$ cat src/rtl/pwm_multi_shadow_if.sv
// Control/drive bundle for pwm_multi_shadow. The complementary-output signals
// exist only when PWM_COMPL_EN is defined.
interface pwm_multi_shadow_if #(
   parameter int WIDTH    = 8,
   parameter int CHANNELS = 4,
   parameter int DT_WIDTH = 4
);
   logic                      load;
   logic [WIDTH-1:0]          period_in;
   logic [CHANNELS*WIDTH-1:0] duty_in;
   logic                      mode_in;
   logic [CHANNELS-1:0]       ch_en;
   logic [CHANNELS-1:0]       polarity;
   logic [CHANNELS-1:0]       pwm_out;
   logic                      period_start;
   logic                      update_pending;
`ifdef PWM_COMPL_EN
   logic [DT_WIDTH-1:0]       dead_time;
   logic [CHANNELS-1:0]       pwm_out_n;

   modport master (
      output load, period_in, duty_in, mode_in, ch_en, polarity, dead_time,
      input  pwm_out, pwm_out_n, period_start, update_pending
   );
   modport slave (
      input  load, period_in, duty_in, mode_in, ch_en, polarity, dead_time,
      output pwm_out, pwm_out_n, period_start, update_pending
   );
`else
   modport master (
      output load, period_in, duty_in, mode_in, ch_en, polarity,
      input  pwm_out, period_start, update_pending
   );
   modport slave (
      input  load, period_in, duty_in, mode_in, ch_en, polarity,
      output pwm_out, period_start, update_pending
   );
`endif
endinterface

$ cat src/rtl/pwm_multi_shadow.sv
// Multi-channel PWM with shadowed period/duty/mode, edge or center counting.
// Define PWM_COMPL_EN to add complementary outputs with rising-edge dead time.

module pwm_multi_shadow_lane #(
   parameter int WIDTH    = 8,
   parameter int DT_WIDTH = 4
) (
   input  logic                clk,
   input  logic                rst,
   input  logic [WIDTH-1:0]    cnt,
   input  logic [WIDTH-1:0]    duty,
   input  logic                en,
   input  logic                pol,
`ifdef PWM_COMPL_EN
   input  logic [DT_WIDTH-1:0] dead_time,
   output logic                out_n,
`endif
   output logic                out
);
   logic lvl;

   assign lvl = en ? ((cnt < duty) ^ pol) : pol;

`ifdef PWM_COMPL_EN
   // Target pair {high side, low side}; 00 while disabled, so re-enabling
   // also counts as an edge and gets the dead-time delay.
   logic [1:0]          tgt, tgt_q;
   logic [DT_WIDTH-1:0] dtc, dtc_nxt;

   assign tgt = {en & lvl, en & ~lvl};

   always_comb begin
      dtc_nxt = dtc;
      if (tgt != tgt_q)
         dtc_nxt = dead_time;
      else if (dtc != '0)
         dtc_nxt = dtc - 1'b1;
   end

   always_ff @(posedge clk) begin
      if (rst) begin
         tgt_q <= '0;
         dtc   <= '0;
         out   <= 1'b0;
         out_n <= 1'b0;
      end else begin
         tgt_q <= tgt;
         dtc   <= dtc_nxt;
         out   <= tgt[1] & (dtc_nxt == '0);
         out_n <= tgt[0] & (dtc_nxt == '0);
      end
   end
`else
   always_ff @(posedge clk) begin
      if (rst) out <= 1'b0;
      else     out <= lvl;
   end
`endif
endmodule

module pwm_multi_shadow #(
   parameter int WIDTH    = 8,
   parameter int CHANNELS = 4,
   parameter int DT_WIDTH = 4
) (
   input logic                clk,
   input logic                rst,
   pwm_multi_shadow_if.slave  bus
);
   typedef struct packed {
      logic                           mode;
      logic [WIDTH-1:0]               period;
      logic [CHANNELS-1:0][WIDTH-1:0] duty;
   } cfg_t;

   cfg_t                act, shd, req;
   logic [WIDTH-1:0]    cnt, cnt_nxt, pe;
   logic                dir, dir_nxt;
   logic                boundary, pending, start;
   logic [CHANNELS-1:0] pwm;

   assign req = {bus.mode_in, bus.period_in, bus.duty_in};
   assign pe  = (act.period == '0) ? {{(WIDTH-1){1'b0}}, 1'b1} : act.period;

   // dir: 0 = up, 1 = down. Center mode visits 0..Pe-1 up, then Pe-1..0 down.
   always_comb begin
      cnt_nxt  = cnt;
      dir_nxt  = dir;
      boundary = 1'b0;
      if (!act.mode) begin
         dir_nxt = 1'b0;
         if (cnt >= act.period) boundary = 1'b1;
         else                   cnt_nxt  = cnt + 1'b1;
      end else if (!dir) begin
         if (cnt >= pe - 1'b1) dir_nxt = 1'b1;
         else                  cnt_nxt = cnt + 1'b1;
      end else begin
         if (cnt == '0) boundary = 1'b1;
         else           cnt_nxt  = cnt - 1'b1;
      end
      if (boundary) begin
         cnt_nxt = '0;
         dir_nxt = 1'b0;
      end
   end

   always_ff @(posedge clk) begin
      if (rst) begin
         cnt     <= '0;
         dir     <= 1'b0;
         act     <= '0;
         shd     <= '0;
         pending <= 1'b0;
         start   <= 1'b0;
      end else begin
         cnt   <= cnt_nxt;
         dir   <= dir_nxt;
         start <= boundary;
         if (bus.load) shd <= req;
         // A load on the boundary edge bypasses the shadow entirely.
         if (boundary) begin
            if (bus.load)    act <= req;
            else if (pending) act <= shd;
            pending <= 1'b0;
         end else if (bus.load) begin
            pending <= 1'b1;
         end
      end
   end

`ifdef PWM_COMPL_EN
   logic [CHANNELS-1:0] pwm_n;
   assign bus.pwm_out_n = pwm_n;
`endif

   for (genvar i = 0; i < CHANNELS; i++) begin : g_lane
      pwm_multi_shadow_lane #(
         .WIDTH    (WIDTH),
         .DT_WIDTH (DT_WIDTH)
      ) u_lane (
         .clk       (clk),
         .rst       (rst),
         .cnt       (cnt),
         .duty      (act.duty[i]),
         .en        (bus.ch_en[i]),
         .pol       (bus.polarity[i]),
`ifdef PWM_COMPL_EN
         .dead_time (bus.dead_time),
         .out_n     (pwm_n[i]),
`endif
         .out       (pwm[i])
      );
   end

   assign bus.pwm_out        = pwm;
   assign bus.period_start   = start;
   assign bus.update_pending = pending;
endmodule

$ cat src/flat_wrapper.sv
// flat-port wrapper written by rule: the top's interface ports become plain ports
module pwm_multi_shadow_flat 
#(
   parameter int WIDTH    = 8,
   parameter int CHANNELS = 4,
   parameter int DT_WIDTH = 4
)
  (clk, rst, bus_load, bus_period_in, bus_duty_in, bus_mode_in, bus_ch_en, bus_polarity, bus_pwm_out, bus_period_start, bus_update_pending);
  pwm_multi_shadow_if #(.WIDTH(WIDTH), .CHANNELS(CHANNELS), .DT_WIDTH(DT_WIDTH)) bus_i ();
  input logic clk;
  input logic rst;
  input wire logic [$bits(bus_i.load)-1:0] bus_load;
  input wire logic [$bits(bus_i.period_in)-1:0] bus_period_in;
  input wire logic [$bits(bus_i.duty_in)-1:0] bus_duty_in;
  input wire logic [$bits(bus_i.mode_in)-1:0] bus_mode_in;
  input wire logic [$bits(bus_i.ch_en)-1:0] bus_ch_en;
  input wire logic [$bits(bus_i.polarity)-1:0] bus_polarity;
  output wire logic [$bits(bus_i.pwm_out)-1:0] bus_pwm_out;
  output wire logic [$bits(bus_i.period_start)-1:0] bus_period_start;
  output wire logic [$bits(bus_i.update_pending)-1:0] bus_update_pending;
  assign bus_i.load = bus_load;
  assign bus_i.period_in = bus_period_in;
  assign bus_i.duty_in = bus_duty_in;
  assign bus_i.mode_in = bus_mode_in;
  assign bus_i.ch_en = bus_ch_en;
  assign bus_i.polarity = bus_polarity;
  assign bus_pwm_out = bus_i.pwm_out;
  assign bus_period_start = bus_i.period_start;
  assign bus_update_pending = bus_i.update_pending;
  pwm_multi_shadow #(.WIDTH(WIDTH), .CHANNELS(CHANNELS), .DT_WIDTH(DT_WIDTH)) u_core (.clk(clk), .rst(rst), .bus(bus_i));
endmodule
$ cat config.mk
export PLATFORM = sky130hd
export DESIGN_NAME = pwm_multi_shadow_flat
export DESIGN_NICKNAME = d
export VERILOG_FILES = /design/src/rtl/pwm_multi_shadow_if.sv /design/src/rtl/pwm_multi_shadow.sv /design/src/flat_wrapper.sv
export SDC_FILE = /design/constraint.sdc
export NUM_CORES = 1
export LEC_CHECK = 0
export CAP_MARGIN = 20
export CORE_UTILIZATION = 60
export DETAILED_ROUTE_END_ITERATION = 12
export MAX_ROUTING_LAYER = met4
export PLACE_DENSITY = 0.95
export SLEW_MARGIN = 30
export SYNTH_ARGS = -nofsm -noshare
export SYNTH_HDL_FRONTEND = slang
export SYNTH_SLANG_ARGS = --single-unit
$ cat constraint.sdc
create_clock -name clk -period 5.2 [get_ports clk]
set_input_delay 1.3 -clock clk [delete_from_list [all_inputs] [get_ports clk]]
set_output_delay 1.3 -clock clk [all_outputs]
set_load 0.005 [all_outputs]
Word-level counts from Yosys, hierarchy flattened
Index checks and enable logic that the tools add are counted.
{"block": "word_totals", "in_bits": 52, "word_cells": 62, "reg_bits": 97, "out_inout_bits": 6}
{"block": "classes", "n_mux": 18, "n_reduce_logical": 7, "bitwise_logic": 5, "addsub": 3, "magnitude_cmp": 6, "n_eq_ne": 3}
{"operator": "$mux 41", "count": 2}
{"operator": "$mux 8", "count": 6}
{"operator": "$lt 8x8->1", "count": 4}
{"operator": "$ge 8x8->1", "count": 2}
{"operator": "$logic_not 8->1", "count": 2}
{"operator": "$sub 8x1->8 const B", "count": 2}
{"operator": "$mux 1", "count": 10}
{"operator": "$add 8x1->8 const B", "count": 1}
{"operator": "$ne 3x3->1 const B", "count": 2}
{"operator": "$xor 1x1->1", "count": 4}
{"operator": "$reduce_and 3->1", "count": 1}
{"operator": "$reduce_or 3->1", "count": 1}
{"operator": "$ne 2x1->1 const B", "count": 1}
{"operator": "$reduce_and 2->1", "count": 1}
{"operator": "$reduce_bool 2->1", "count": 1}
{"operator": "$reduce_or 2->1", "count": 1}
{"operator": "$not 1->1", "count": 1}

Logic depth before layout (Yosys ltp)
Gate-level depths: netlist of run 1.
{"block": "depth", "depth_word": 7, "depth_mapped": 13, "depth_no_buf": 12}

Cells and area by module
A second synthesis of run 1 with hierarchy kept.
{"block": "unflattened", "hier_cells": 537, "area_unflattened_um2": 5335.1}
{"mod": "pwm_multi_shadow", "area_each_um2": 4329.2, "n_inst": 1, "cells_each": 413, "seq_area_each_um2": 1861.8}
{"mod": "pwm_multi_shadow_lane", "area_each_um2": 251.5, "n_inst": 4, "cells_each": 31, "seq_area_each_um2": 20.0}

Worst setup path before layout of run 1
OpenSTA, ideal clock, no wires.
{"block": "synth_path", "kind": "reg2reg", "start": "register u_core.act[34] in the netlist's numbering", "end": "register u_core.cnt[1]", "path_stages_with_launch": 11, "setup_ns": 0.074, "arrival_ns": 2.825, "required_time_ns": 5.126, "n_path_buf": 1, "period_less_slack_ns": 2.899, "slack_ns": 2.301, "path_cell_list": "dfxtp_1 -> nor4_1 -> and3_1 -> a21oi_1 -> ha_1 -> ha_1 -> a2111oi_0 -> nor4_1 -> clkbuf_1 -> or3_1 -> a21oi_1"}
{"block": "synth_via", "elab_chain_len": 6, "word_cells_on_any_way": 11, "classes_between": "add/sub (1); order compare (2); eq/ne (2); mux (3); reduce/logical (3)"}
{"item": "start, declared", "line": "pwm_multi_shadow.sv:76", "text": "cfg_t act, shd, req;"}
{"item": "start signal, assigned", "line": "pwm_multi_shadow.sv:122", "text": "if (bus.load) act <= req;"}
{"item": "$logic_not 8->1", "line": "pwm_multi_shadow.sv:83", "text": "assign pe = (act.period == '0) ? {{(WIDTH-1){1'b0}}, 1'b1} : act.period;"}
{"item": "$mux 8", "line": "pwm_multi_shadow.sv:83"}
{"item": "$sub 8x1->8", "line": "pwm_multi_shadow.sv:95", "text": "if (cnt >= pe - 1'b1) dir_nxt = 1'b1;"}
{"item": "$ge 8x8->1", "line": "pwm_multi_shadow.sv:95"}
{"item": "$ne 3x3->1 (no line)"}
{"item": "$reduce_and 3->1 (no line)"}
{"item": "end signal, assigned", "line": "pwm_multi_shadow.sv:116", "text": "cnt <= cnt_nxt;"}
{"item": "end, declared", "line": "pwm_multi_shadow.sv:77", "text": "logic [WIDTH-1:0] cnt, cnt_nxt, pe;"}
Parallel ways exist; a longest one is shown, timed or not.
A chain may end at the register's enable or synchronous reset.

Worst setup path after layout of run 1
{"block": "layout_path", "start": "register u_core.act[34] in the netlist's numbering", "end": "register u_core.cnt[7]"}
The elaborated chain is that of the path after synthesis.

==> impl_metrics.ini, run 1 <==
[synthesis]
netlist_area_um2 = 5020
yosysUniqueCellTypes = 43
ys_seq_area_share_pct = 38.7
synth_area_leader_cell = dfxtp_1
netlist.area_leader.share_pct = 38.7
synth_area_leaders = dfxtp_1, ha_1, mux2_2, mux2i_1, nor2_1
syn-num-nets = 625
synth_cells = 525
yosys_warnings = 0
postSynthAreaPerCell_um2 = 9.57
ys_ff_latch = 97

[die]
chipWidth_um = 93.5
start_util_pct = 61.4
core-area_um2 = 8180
die-area_um2 = 8740
num_io_pins = 58
row_count = 33
dieHeight_um = 93.5

[final_layout]
drive_gt1_share_pct = 12.5
stdcell_area_um2 = 5820
mostFrequentLayoutCells = dfxtp_1, nor2_1, clkdlybuf4s50_1
final_core_util_pct = 71.2
final_nets = 671
final_common_cell = dfxtp_1
antenna_cells = 0
syn_to_final_growth_pct = 15.9

[route]
vias = 3867
drtIter0Drc = 244
wl_per_cell_um = 16.1
wirelength_um = 10900
drcViolationCount = 0
dr.pass1.iters = 4
detail-route-antenna-nets = 0
viasPerCell = 5.69

[setup_path]
worst_r2r_path_depth = 10
r2r_start = u_core.act[34]$_SDFFE_PP0P_
critPathKind = reg -> reg
r2r_setup_slack_ns = 1.76
crit_fanout = 16
timing.rr.end = u_core.cnt[7]$_SDFFE_PP0P_
critical_path_required_ns = 5.48
critical_path.endpoint = u_core.cnt[7]$_SDFFE_PP0P_
startpoint = u_core.act[34]$_SDFFE_PP0P_
arrival_ns = 3.72
start_kind = flop
worstSetupEndpointType = flop

[clock_tree]
clkTransAtPathRegs_ns = 0.09
h-tree-depth = 3
cts_resized = 0
clock_latency_ns = 0.36
clkSinkCount = 97
cts-root-buf = clkbuf_8
hold_buffers = 0
cts_made_buffers = 9
postCtsSetupRepairBufs = 0
cts_tree = built
ctsLongestPathBuffers = 2

[grt]
antenna_found_initial = 0
grt_pass1_vias = 3888
grt_max_degree = 53
overflow = 0
track_usage_pct = 26.7
grt_pass1_wl_um = 17600

[placement]
gp_congestion = 0.875
dp_hpwl_um = 7800
port_buffers = 57
place_area_um2 = 5610

[pwr]
leakagePower_nw = 2.47
p_per_area_nw_per_um2 = 570
peakVddDrop_uv = 357

[timing]
min_period_over_period_pct = 66.1
worstMarginPinSlew_ns = 0.941
slew_headroom_pct = 37.3
finalClockSkew_ns = 0.00997
setup_viol = 0
fin_crit_ns = 3.44
slew_viol_final = 0
setup_tns_ns = 0
hold_violations = 0
clock.fmax_mhz = 291
rsz0062_at_grt = no

[worst_hold_path]
hold_class = reg -> reg

[status]
status = complete, no violations

[run]
max-cap-violations = 0
-- state kept, by name, indices dropped and copies added, names as in the netlist --
name,flops
u_core.act,41
u_core.dir,1
u_core.cnt,8
u_core.shd,41
u_core.bus.period_start,1
u_core.g_lane.u_lane.out,4
u_core.bus.update_pending,1
-- metal layers --
metal | routed length (um) | GRT usage (%)
met1 | 4670 | 28.9
met2 | 5530 | 47.8
met3 | 505 | 5.45
met4 | 230 | 10.3
met5 | 0 | -
-- area by class of cell --
type | instances | area (um^2)
inverter | 38 | 143
clock buffer | 9 | 124
sequential | 97 | 1940
timing repair buffer | 62 | 598
clock inverter | 6 | 91.3
fill | 606 | 2350
multi-input combinational | 363 | 2790
tap | 105 | 131
-- synth_stat cells, drive strengths merged --
master and number:
nor4 4, nor3b 4, nand2b 12, ha 48
nor2 89, inv 38, nand4 3, or4 8
clkbuf 12, dfxtp 97, o21ba 4, a41oi 1
xor2 1, o31ai 7, or3 2, o21ai 6
o21a 7, a21oi 21, a21o 4, o31a 1
nand3b 1, a22oi 1, a2111oi 6, nor3 3
nand3 7, nand2 3, mux2 41, xnor2 4
a311o 4, o211a 1, and2 1, a32oi 2
buf 15, mux2i 41, and3 3, a31oi 1
nor2b 15, a21boi 1, a31o 6
-- per-stage QoR --
step / hold slack (ns) / std cells / power (W) / setup WS (ns)
global route: 0.544 / 680 / 0.00355 / 1.65
floorplan: 0.465 / 525 / 0.00244 / 2.30
finish: 0.513 / 680 / 0.00332 / 1.76
global placement: 0.490 / 665 / 0.00266 / 2.04
CTS: 0.512 / 680 / 0.00331 / 1.82
detailed placement: 0.490 / 665 / 0.00276 / 1.90
-- report_power, final --
part / leakage (nW) / switching (W) / internal [W]
registers: 0.796 / 0.000108 / 0.000940
logic: 1.57 / 0.000898 / 0.000840
clock network: 0.0979 / 0.000266 / 0.000270
total: 2.47 / 0.00127 / 0.00205
-- critical path: stages (launching register included) --
cell,delay (ns)
dfxtp_1,0.36
nor4_1,0.50
and3_1,0.27
a21oi_1,0.11
ha_1,0.30
ha_1,0.27
a2111oi_0,0.54
nor4_1,0.13
buf_4,0.21
or4_1,0.50
a21oi_1,0.18
-- how the worst min path moves through the flow --
stage | start | endpoint | slack, ns | cells past startpoint
floorplan | u_core.shd[0]$_SDFFE_PP0P_ | u_core.shd[0]$_SDFFE_PP0P_ | 0.47 | 2
global placement | u_core.shd[14]$_SDFFE_PP0P_ | u_core.shd[14]$_SDFFE_PP0P_ | 0.49 | 2
detailed placement | u_core.shd[16]$_SDFFE_PP0P_ | u_core.shd[16]$_SDFFE_PP0P_ | 0.49 | 2
CTS | u_core.shd[16]$_SDFFE_PP0P_ | u_core.shd[16]$_SDFFE_PP0P_ | 0.51 | 2
global route | u_core.shd[24]$_SDFFE_PP0P_ | u_core.shd[24]$_SDFFE_PP0P_ | 0.54 | 2
finish | u_core.shd[16]$_SDFFE_PP0P_ | u_core.shd[16]$_SDFFE_PP0P_ | 0.51 | 2
-- cells by family after synthesis --
kind of cell	after synthesis	share of synthesized area, %
XOR/XNOR	5	0.872
adder cells (fa/ha/maj)	48	12.0
multiplexers	82	17.4
buffers and inverters	65	5.75
flip-flops	97	38.7
AO/OA/AOI/OAI	73	10.6
AND/OR/NAND/NOR	155	14.8
(Power assumes the default switching activity.)
==> run 2: changes to the inputs <==
--- a/config.mk
+++ b/config.mk
@@ -6,10 +6,10 @@
 export NUM_CORES = 1
 export LEC_CHECK = 0
 export CAP_MARGIN = 20
-export CORE_UTILIZATION = 60
+export CORE_UTILIZATION = 51
 export DETAILED_ROUTE_END_ITERATION = 12
 export MAX_ROUTING_LAYER = met4
-export PLACE_DENSITY = 0.95
+export PLACE_DENSITY = 0.87
 export SLEW_MARGIN = 30
 export SYNTH_ARGS = -nofsm -noshare
 export SYNTH_HDL_FRONTEND = slang
==> constraint.sdc (replaced) <==
create_clock -name clk -period 2.75 [get_ports clk]
set_input_delay 0.6875 -clock clk [delete_from_list [all_inputs] [get_ports clk]]
set_output_delay 0.6875 -clock clk [all_outputs]
set_load 0.005 [all_outputs]
==> run 2 against run 1 <==
The flow now finishes with violations (setup timing). Fmax grew 20%. Hold slack lost 0.0053 ns. Clock power grew 77%. Largest power group unchanged. Power grew 120%. Global-route usage shrank 3.0 points. Register-to-register slack lost 1.9 ns. Combinational power grew 140%. Sequential cell count is the same. Sequential power grew 86%. Final cell count grew 7.6%. Non-clock buffer count grew 27. Die area grew 17%.
==> impl_metrics.ini, run 2 (same netlist as run 1, synthesis figures left out) <==
[timing]
worstMarginPinSlew_ns = 0.553
setup_viol = 6
slew_viol_final = 0
fin_crit_ns = 2.86
holdWs_ns = 0.508
finalClockSkew_ns = 0.00851
setup_tns_ns = -0.337
slew_headroom_pct = 63.1
clock.fmax_mhz = 350
hold_violations = 0
min_period_over_period_pct = 104
rsz0062_at_grt = yes
layout_setup_ws_ns = -0.110

[die]
core-area_um2 = 9370
row_count = 35
die-area_um2 = 10300
dieHeight_um = 101
chipWidth_um = 101
start_util_pct = 53.6
num_io_pins = 58

[setup_path]
start_kind = flop
critical_path_required_ns = 3.04
r2r_start = u_core.act[34]$_SDFFE_PP0P_
worst_r2r_path_depth = 11
r2r_setup_slack_ns = -0.11
critPathKind = reg -> reg
arrival_ns = 3.15
worstSetupEndpointType = flop
crit_fanout = 6
timing.rr.end = u_core.cnt[6]$_SDFFE_PP0P_

[status]
violations = setup timing
status = finished with violations

[pwr]
peakVddDrop_uv = 754
leakagePower_nw = 2.65
p_per_area_nw_per_um2 = 1150
power_w = 0.00715

[final_layout]
mostFrequentLayoutCells = dfxtp_1, nor2_1, clkdlybuf4s50_1
drive_gt1_share_pct = 20.1
syn_to_final_growth_pct = 23.9
antenna_cells = 0
final_nets = 698
reg_top3 = u_core.act (41), u_core.shd (41), u_core.cnt (8)
final_common_cell = dfxtp_1

[route]
wl_per_cell_um = 15.4
detail-route-antenna-nets = 0
viasPerCell = 5.44
dr.pass1.iters = 5
drcViolationCount = 0
vias = 3984
drtIter0Drc = 180
wirelength_um = 11300

[clock_tree]
cts_made_buffers = 9
clkSinkCount = 97
cts_tree = built
ctsLongestPathBuffers = 2
cts-root-buf = clkbuf_8
h-tree-depth = 3
clock_latency_ns = 0.36
clkTransAtPathRegs_ns = 0.10

[placement]
dp_hpwl_um = 8100
port_buffers = 57
gp_congestion = 0.849
pre_cts_slack_ns = -0.216

[grt]
grt_util_met2_pct = 42.7
met1_usage_pct = 26.2
grt_max_degree = 32
grt_pass1_wl_um = 18500
gr-max-usage-layer = met2
overflow = 0
grt_pass1_vias = 4202
grt_use_met3_pct = 3.80
antenna_found_initial = 0
track_usage_pct = 23.7

[worst_hold_path]
hold_end = u_core.shd[24]$_SDFFE_PP0P_
whs_path_depth = 2
hold_class = reg -> reg
worstHoldStart = u_core.shd[24]$_SDFFE_PP0P_

[run]
max-cap-violations = 0
run 2: timing repair:
item	in CTS	in global routing
pin swaps	14	9
buffers inserted	3	1
hold buffers	0	0
setup endpoints to repair	8	8
resized for setup	18	11
run 2: routing by layer:
metal,share of wire [%],vias to the layer above
met2,50,113
li1,-,1970
met3,5.0,31
met1,43,1870
met4,2.4,0
met5,0,-
run 2: how the worst max path moves through the flow:
stage,slack [ns],end,depth (start not counted),start
final,-0.11,u_core.cnt[6]$_SDFFE_PP0P_,11,u_core.act[34]$_SDFFE_PP0P_
after global routing,-0.20,u_core.cnt[6]$_SDFFE_PP0P_,11,u_core.act[34]$_SDFFE_PP0P_
after CTS,0.002,u_core.cnt[5]$_SDFFE_PP0P_,11,u_core.act[37]$_SDFFE_PP0P_
after detailed placement,-0.22,u_core.cnt[0]$_SDFFE_PP0P_,12,u_core.act[34]$_SDFFE_PP0P_
after global placement,-0.15,u_core.cnt[7]$_SDFFE_PP0P_,12,u_core.act[34]$_SDFFE_PP0P_
after floorplan,0.03,u_core.cnt[1]$_SDFFE_PP0P_,10,u_core.act[34]$_SDFFE_PP0P_
run 2: layout make-up:
type                       count  area (um^2)
tap                          129          161
multi-input combinational    363         2940
inverter                      38          143
clock buffer                  10          138
timing repair buffer          89          830
sequential                    97         1950
clock inverter                 6         65.1
fill                         763         3150
run 2: report_power, final:
group / switching [W] / internal [W]
clock network: 0.000500 / 0.000447
logic: 0.00201 / 0.00224
registers: 0.000170 / 0.00178
run 2: worst max-delay path, stage by stage, from the launching register on:
cell	delay, ns
dfxtp_2	0.34
nor4_4	0.29
and3_4	0.24
a21oi_4	0.07
buf_6	0.12
ha_4	0.20
nand2b_4	0.14
a2111oi_4	0.44
nor4_4	0.11
clkbuf_16	0.17
or4_1	0.51
a21oi_2	0.15
run 2: metrics by stage:
step | instances | instance area (um^2) | utilization [%]
after floorplan | 525 | 5040 | -
after global placement | 712 | 5830 | 62.2
after detailed placement | 712 | 5830 | 62.2
after CTS | 731 | 6150 | 65.7
after global routing | 732 | 6220 | 66.4
final | 732 | 6220 | 66.4
==> run 3: changes to the inputs <==
--- a/config.mk
+++ b/config.mk
@@ -5,9 +5,10 @@
 export SDC_FILE = /design/constraint.sdc
 export NUM_CORES = 1
 export LEC_CHECK = 0
-export CAP_MARGIN = 20
+export CAP_MARGIN = 10
 export CORE_UTILIZATION = 51
 export DETAILED_ROUTE_END_ITERATION = 12
+export GPL_TIMING_DRIVEN = 0
 export MAX_ROUTING_LAYER = met4
 export PLACE_DENSITY = 0.87
 export SLEW_MARGIN = 30
==> run 3 against run 2 <==
The run still ends with setup timing left. Final area about the same. Count of clock-buffer cells in the layout unchanged. Sequential power increased by 2%. Via count unchanged. Routed wire length increased by 1.0%. Register-to-register slack improved by 0.07 ns. Hold slack got worse by 0.0015 ns. Fmax increased by 2.5%.
==> impl_metrics.ini, run 3 (same netlist as run 1, synthesis figures left out) <==
[pwr]
internal_power_w = 0.00462
leakagePower_nw = 2.63
peakVddDrop_uv = 721
switching_share_pct = 37.7
clock_power_share_pct = 13.6
p_sw_w = 0.00280
p_per_area_nw_per_um2 = 1190
seq_power_share_pct = 26.9
combPwrFrac_pct = 59.5

[grt]
antenna_found_initial = 0
grt_max_degree = 16
track_usage_pct = 23.9
overflow = 0
grt_pass1_wl_um = 18400
grt_pass1_vias = 3969

[route]
viasPerCell = 5.44
wl_per_cell_um = 15.5
detail-route-antenna-nets = 0
wirelength_um = 11400
vias = 3984
drtIter0Drc = 216
drcViolationCount = 0
dr.pass1.iters = 4

[worst_hold_path]
hold_class = reg -> reg
whs_path_depth = 2

[die]
dieHeight_um = 101
row_count = 35
num_io_pins = 58
core-area_um2 = 9370
chipWidth_um = 101
die-area_um2 = 10300
start_util_pct = 53.6

[final_layout]
drive_gt1_share_pct = 18.7
syn_to_final_growth_pct = 23.8
final_common_cell = dfxtp_1
reg_top3 = u_core.act (41), u_core.shd (41), u_core.cnt (8)
final_nets = 700
antenna_cells = 0
final_cells = 733
mostFrequentLayoutCells = dfxtp_1, nor2_1, clkdlybuf4s50_1

[status]
status = finished with violations
violations = setup timing

[clock_tree]
h-tree-depth = 3
ctsLongestPathBuffers = 2
hold_buffers = 0
cts_tree = built
clock_latency_ns = 0.36
cts-root-buf = clkbuf_8
cts_made_buffers = 9
clkSinkCount = 97
clkTransAtPathRegs_ns = 0.09

[setup_path]
start_kind = flop
path_buf_inv = 1
cp_common_cell = nor4_4
crit_chain = nor4_4 -> and3_4 -> a21oi_4 -> ha_1 -> nand2b_4 -> a2111oi_4 -> nor4_4 -> buf_4 -> or4_4 -> a21oi_2
critical-path-top-delay-family = simple AND/OR/NAND/NOR gates
max_stage_delay_ns = 0.48
cp_num_cells = 10
worst_r2r_path_depth = 10
crit_fanout = 7
critical_path_required_ns = 3.04
cp_slowest_cell = or4_4
worstSetupEndpointType = flop
arrival_ns = 3.08
critPathKind = reg -> reg

[timing]
min_period_over_period_pct = 101
setup_viol = 3
hold_violations = 0
fin_crit_ns = 2.79
clock.fmax_mhz = 358
slew_viol_final = 0
finalClockSkew_ns = 0.0110
holdWs_ns = 0.506
slew_headroom_pct = 44.6
rsz0062_at_grt = yes
layout_setup_ws_ns = -0.0395
worstMarginPinSlew_ns = 0.832

[placement]
port_buffers = 56
dpl.cell_count = 710
gp_congestion = 0.856
dp_hpwl_um = 8210

[run]
max-cap-violations = 0
==> run 3: path summary, 6_finish.rpt <==
path	from	to	slack (ns)
worst min register to register	u_core.shd[14]$_SDFFE_PP0P_	u_core.shd[14]$_SDFFE_PP0P_	0.51
worst max register to register	u_core.act[34]$_SDFFE_PP0P_	u_core.cnt[4]$_SDFFE_PP0P_	-0.04
worst min-delay path	u_core.shd[14]$_SDFFE_PP0P_	u_core.shd[14]$_SDFFE_PP0P_	0.51
worst max-delay path	u_core.act[34]$_SDFFE_PP0P_	u_core.cnt[4]$_SDFFE_PP0P_	-0.04
==> run 3: stage by stage <==
| stage | total power, W | setup WS, ns | instance area (um^2) | util (%) | TNS [ns] |
|---|---|---|---|---|---|
| floorplan | 0.00471 | 0.0340 | 5040 | - | 0 |
| global placement | 0.00539 | -0.279 | 5760 | 61.5 | -11.24 |
| detailed placement | 0.00553 | -0.457 | 5760 | 61.5 | -17.14 |
| CTS | 0.00707 | -0.00301 | 6120 | 65.3 | -0.00301 |
| global route | 0.00789 | -0.131 | 6220 | 66.4 | -0.980 |
| finish | 0.00742 | -0.0395 | 6220 | 66.4 | -0.0554 |
==> run 3: area by class of cell <==
cell class | count | area [um^2]
buffer | 27 | 161
clock buffer | 10 | 138
clock inverter | 5 | 78.8
fill | 771 | 3150
inverter | 38 | 143
multi-input combinational | 363 | 2960
sequential | 97 | 1950
tap | 129 | 161
timing repair buffer | 64 | 621
==> run 3: routing by layer <==
layer | part of all wire (%) | vias to the layer above | global-route usage [%]
li1 | - | 1972 | -
met1 | 44 | 1895 | 27.5
met2 | 50 | 100 | 41.5
met3 | 4.7 | 17 | 3.86
met4 | 1.6 | 0 | 9.48
met5 | 0 | - | -
==> run 3: worst register-to-register path, cell delays in order, from the launching register on <==
cell,delay (ns)
dfxtp_4,0.37
nor4_4,0.29
and3_4,0.24
a21oi_4,0.07
ha_1,0.28
nand2b_4,0.15
a2111oi_4,0.44
nor4_4,0.13
buf_4,0.16
or4_4,0.48
a21oi_2,0.12
==> run 3: what timing repair did <==
action | 4_1_cts | 5_1_grt
setup buffers | 3 | 4
cloned | 1 | 0
gates resized for setup | 24 | 18
pin swaps | 10 | 14
endpoints found under the setup margin | 48 | 39
==> run 3: power by group through the flow <==
stage,Combinational (W),Clock [W],Sequential [W]
floorplan,0.00277,0,0.00194
global placement,0.00341,0,0.00198
detailed placement,0.00354,0,0.00200
CTS,0.00406,0.00103,0.00199
global route,0.00478,0.00109,0.00203
finish,0.00442,0.00101,0.00199
==> patch, RTL diff (config.mk and constraints of run 1) <==
`WIDTH` is set to 8 in 4 places; all go to 12.
--- a/src/rtl/pwm_multi_shadow_if.sv
+++ b/src/rtl/pwm_multi_shadow_if.sv
@@ -1,7 +1,7 @@
 // Control/drive bundle for pwm_multi_shadow. The complementary-output signals
 // exist only when PWM_COMPL_EN is defined.
 interface pwm_multi_shadow_if #(
-   parameter int WIDTH    = 8,
+   parameter int WIDTH    = 12,
    parameter int CHANNELS = 4,
    parameter int DT_WIDTH = 4
 );
--- a/src/rtl/pwm_multi_shadow.sv
+++ b/src/rtl/pwm_multi_shadow.sv
@@ -2,7 +2,7 @@
 // Define PWM_COMPL_EN to add complementary outputs with rising-edge dead time.
 
 module pwm_multi_shadow_lane #(
-   parameter int WIDTH    = 8,
+   parameter int WIDTH    = 12,
    parameter int DT_WIDTH = 4
 ) (
    input  logic                clk,
@@ -59,7 +59,7 @@
 endmodule
 
 module pwm_multi_shadow #(
-   parameter int WIDTH    = 8,
+   parameter int WIDTH    = 12,
    parameter int CHANNELS = 4,
    parameter int DT_WIDTH = 4
 ) (
--- a/src/flat_wrapper.sv
+++ b/src/flat_wrapper.sv
@@ -1,7 +1,7 @@
 // flat-port wrapper written by rule: the top's interface ports become plain ports
 module pwm_multi_shadow_flat 
 #(
-   parameter int WIDTH    = 8,
+   parameter int WIDTH    = 12,
    parameter int CHANNELS = 4,
    parameter int DT_WIDTH = 4
 )
Interface: changed (resized bus_duty_in and bus_period_in); port bits go from 58 to 78. The function was not compared with the original's and may differ.
==> patch against run 1 <==
Combinational power is 29% higher; critical endpoint is now u_core.cnt[10]; wire length is 52% higher; sequential share of layout area up 0.24 points; sequential cell count is 44 higher; design area up 44%; total power up 55%; die area grew 37%; fmax is 14% lower; setup slack lost 550 ps; area after synthesis is 38% higher.
==> patch: results (changes against run 1) <==
| Metric | Value |
|---|---|
| Outcome | `complete, no violations (unchanged)` |
| Post-synthesis sequential area ratio | `40.80% (was 38.66%)` |
| First-pass GRT wire length | `26.87 mm (was 17.56 mm)` |
| Leak | `3.617 nW (was 2.467 nW)` |
| WL final | `16.63 mm (was 10.93 mm)` |
| Clock Skew | `15.51 ps (was 9.965 ps)` |
| Area of the multi-input gates | `0.003680 sq mm (was 0.002793 sq mm)` |
| Dominant cells by area after synthesis | `dfxtp_1 (41%), ha_1 (13%), mux2i_1 (9.0%), a22o_1 (7.6%), nor2_1 (5.2%) (was dfxtp_1 (39%), ha_1 (12%), mux2_2 (8.7%), mux2i_1 (8.2%), nor2_1 (6.7%))` |
| Drt pass-1 iters | `5 (was 4)` |
| Critical path peak fanout | `11 (was 16)` |
| Worst-path clk slew | `60 ps (was 90 ps)` |
| Max stage delay cell, worst path | `or4_1 (was a2111oi_0)` |
| CP peak stage delay | `610 ps (was 540 ps)` |
| Global Route Usage Sum | `30.30% (was 26.67%)` |
| DRT iter0 DRCs | `345 (was 244)` |
| Commonest cells post-synth | `dfxtp_1 (141), nor2_1 (95), ha_1 (72) (was dfxtp_1 (97), nor2_1 (89), ha_1 (48))` |
| Inserted Clock Buffers | `17 (was 9)` |
| Net Count, Synth | `868 (was 625)` |
| Setup WS pre-CTS | `1265 ps (was 1898 ps)` |
| Initial antenna violation count | `1 (was 0)` |
| Syn_area_per_cell | `9.557 sq um (was 9.569 sq um)` |
| Registers with the most flip-flops | `u_core.act: 61 flops, u_core.shd: 61 flops, u_core.cnt: 12 flops (was u_core.act: 41 flops, u_core.shd: 41 flops, u_core.cnt: 8 flops)` |
| Internal Pwr Total | `3.223 mW (was 2.049 mW)` |
| Finished Layout Cells | `938 (was 680)` |
| Share of cells above drive strength 1 | `5.646% (was 12.52%)` |
| Via/cell ratio | `5.979 (was 5.687)` |
| VDD IR max | `0.0005539 V (was 0.0003567 V)` |
| Largest net degree at the start of global routing | `70 (was 53)` |
| Later-pin clock latency in the skew report | `420 ps (was 360 ps)` |
| Placer Congestion | `0.9292 (was 0.8752)` |
| Hold depth | `1 (was 2)` |
| Area after DPL | `0.007727 sq mm (was 0.005607 sq mm)` |
| Post-Place Cells | `907 (was 665)` |
| Hpwl dp | `10.85 mm (was 7.803 mm)` |
| Worst reg2reg path depth | `16 (was 10)` |
| Data arrival time of the critical path | `4260 ps (was 3720 ps)` |
| Final #Nets | `930 (was 671)` |
| CTS H-tree lvls | `4 (was 3)` |
-- patch: changes by cell type after synthesis, moves of 7 or more --
cell     before  now
nor2b_1      15    3
buf_2         0   13
o21ai_0       6   19
xor2_1        1    9
nor3_1        3   10
mux2_2       39    2
inv_1        38   64
nand4_1       3   15
a22o_1        0   60
dfxtp_1      97  141
ha_1         48   72
xnor2_1       4   12
nand2_1       3   17
mux2i_1      41   62
-- patch: cells by family (layout without fill, tap and decap cells) --
family          Yosys count  count (layout)  share of synthesized area [%]
mux                      64              64                          9.295
simple gates            181             181                          12.68
buf+inv                 103             176                          6.257
compound gates          142             142                          15.30
xor+xnor                 21              21                          2.658
flops                   141             141                          40.80
other cells               0               1                              0
fa+ha+maj                72              72                          13.02
-- patch: layer usage --
layer  GRT usage, %  part of all wire [%]
met1          36.00                    43
met2          50.18                    48
met3          5.750                   5.9
met4          13.05                   2.7
met5              -                     0
-- patch: final cells by class --
type | instances | share of cell area, %
Multi-Input combinational cell | 480 | 43.80
Timing Repair Buffer | 82 | 9.680
Tap cell | 140 | 2.085
Antenna cell | 1 | 0.02978
Sequential cell | 141 | 33.60
Clock buffer | 20 | 5.436
Clock inverter | 10 | 2.517
Inverter | 64 | 2.859
-- patch: power by group through the flow --
stage	Clock (mW)	Sequential [mW]	Combinational (mW)
finish	1.38	1.52	2.25
CTS	1.39	1.51	2.24
global placement	0	1.52	2.07
global route	1.44	1.55	2.49
detailed placement	0	1.53	2.18
floorplan	0	1.45	1.73
-- patch: path summary, 6_finish.rpt --
path	slack, ps	start	end
worst min register to register	480	u_core.act[32]	u_core.act[32]
worst max register to register	1210	u_core.act[52]	u_core.cnt[10]
worst max-delay path	1210	u_core.act[52]	u_core.cnt[10]
worst min-delay path	480	u_core.act[32]	u_core.act[32]
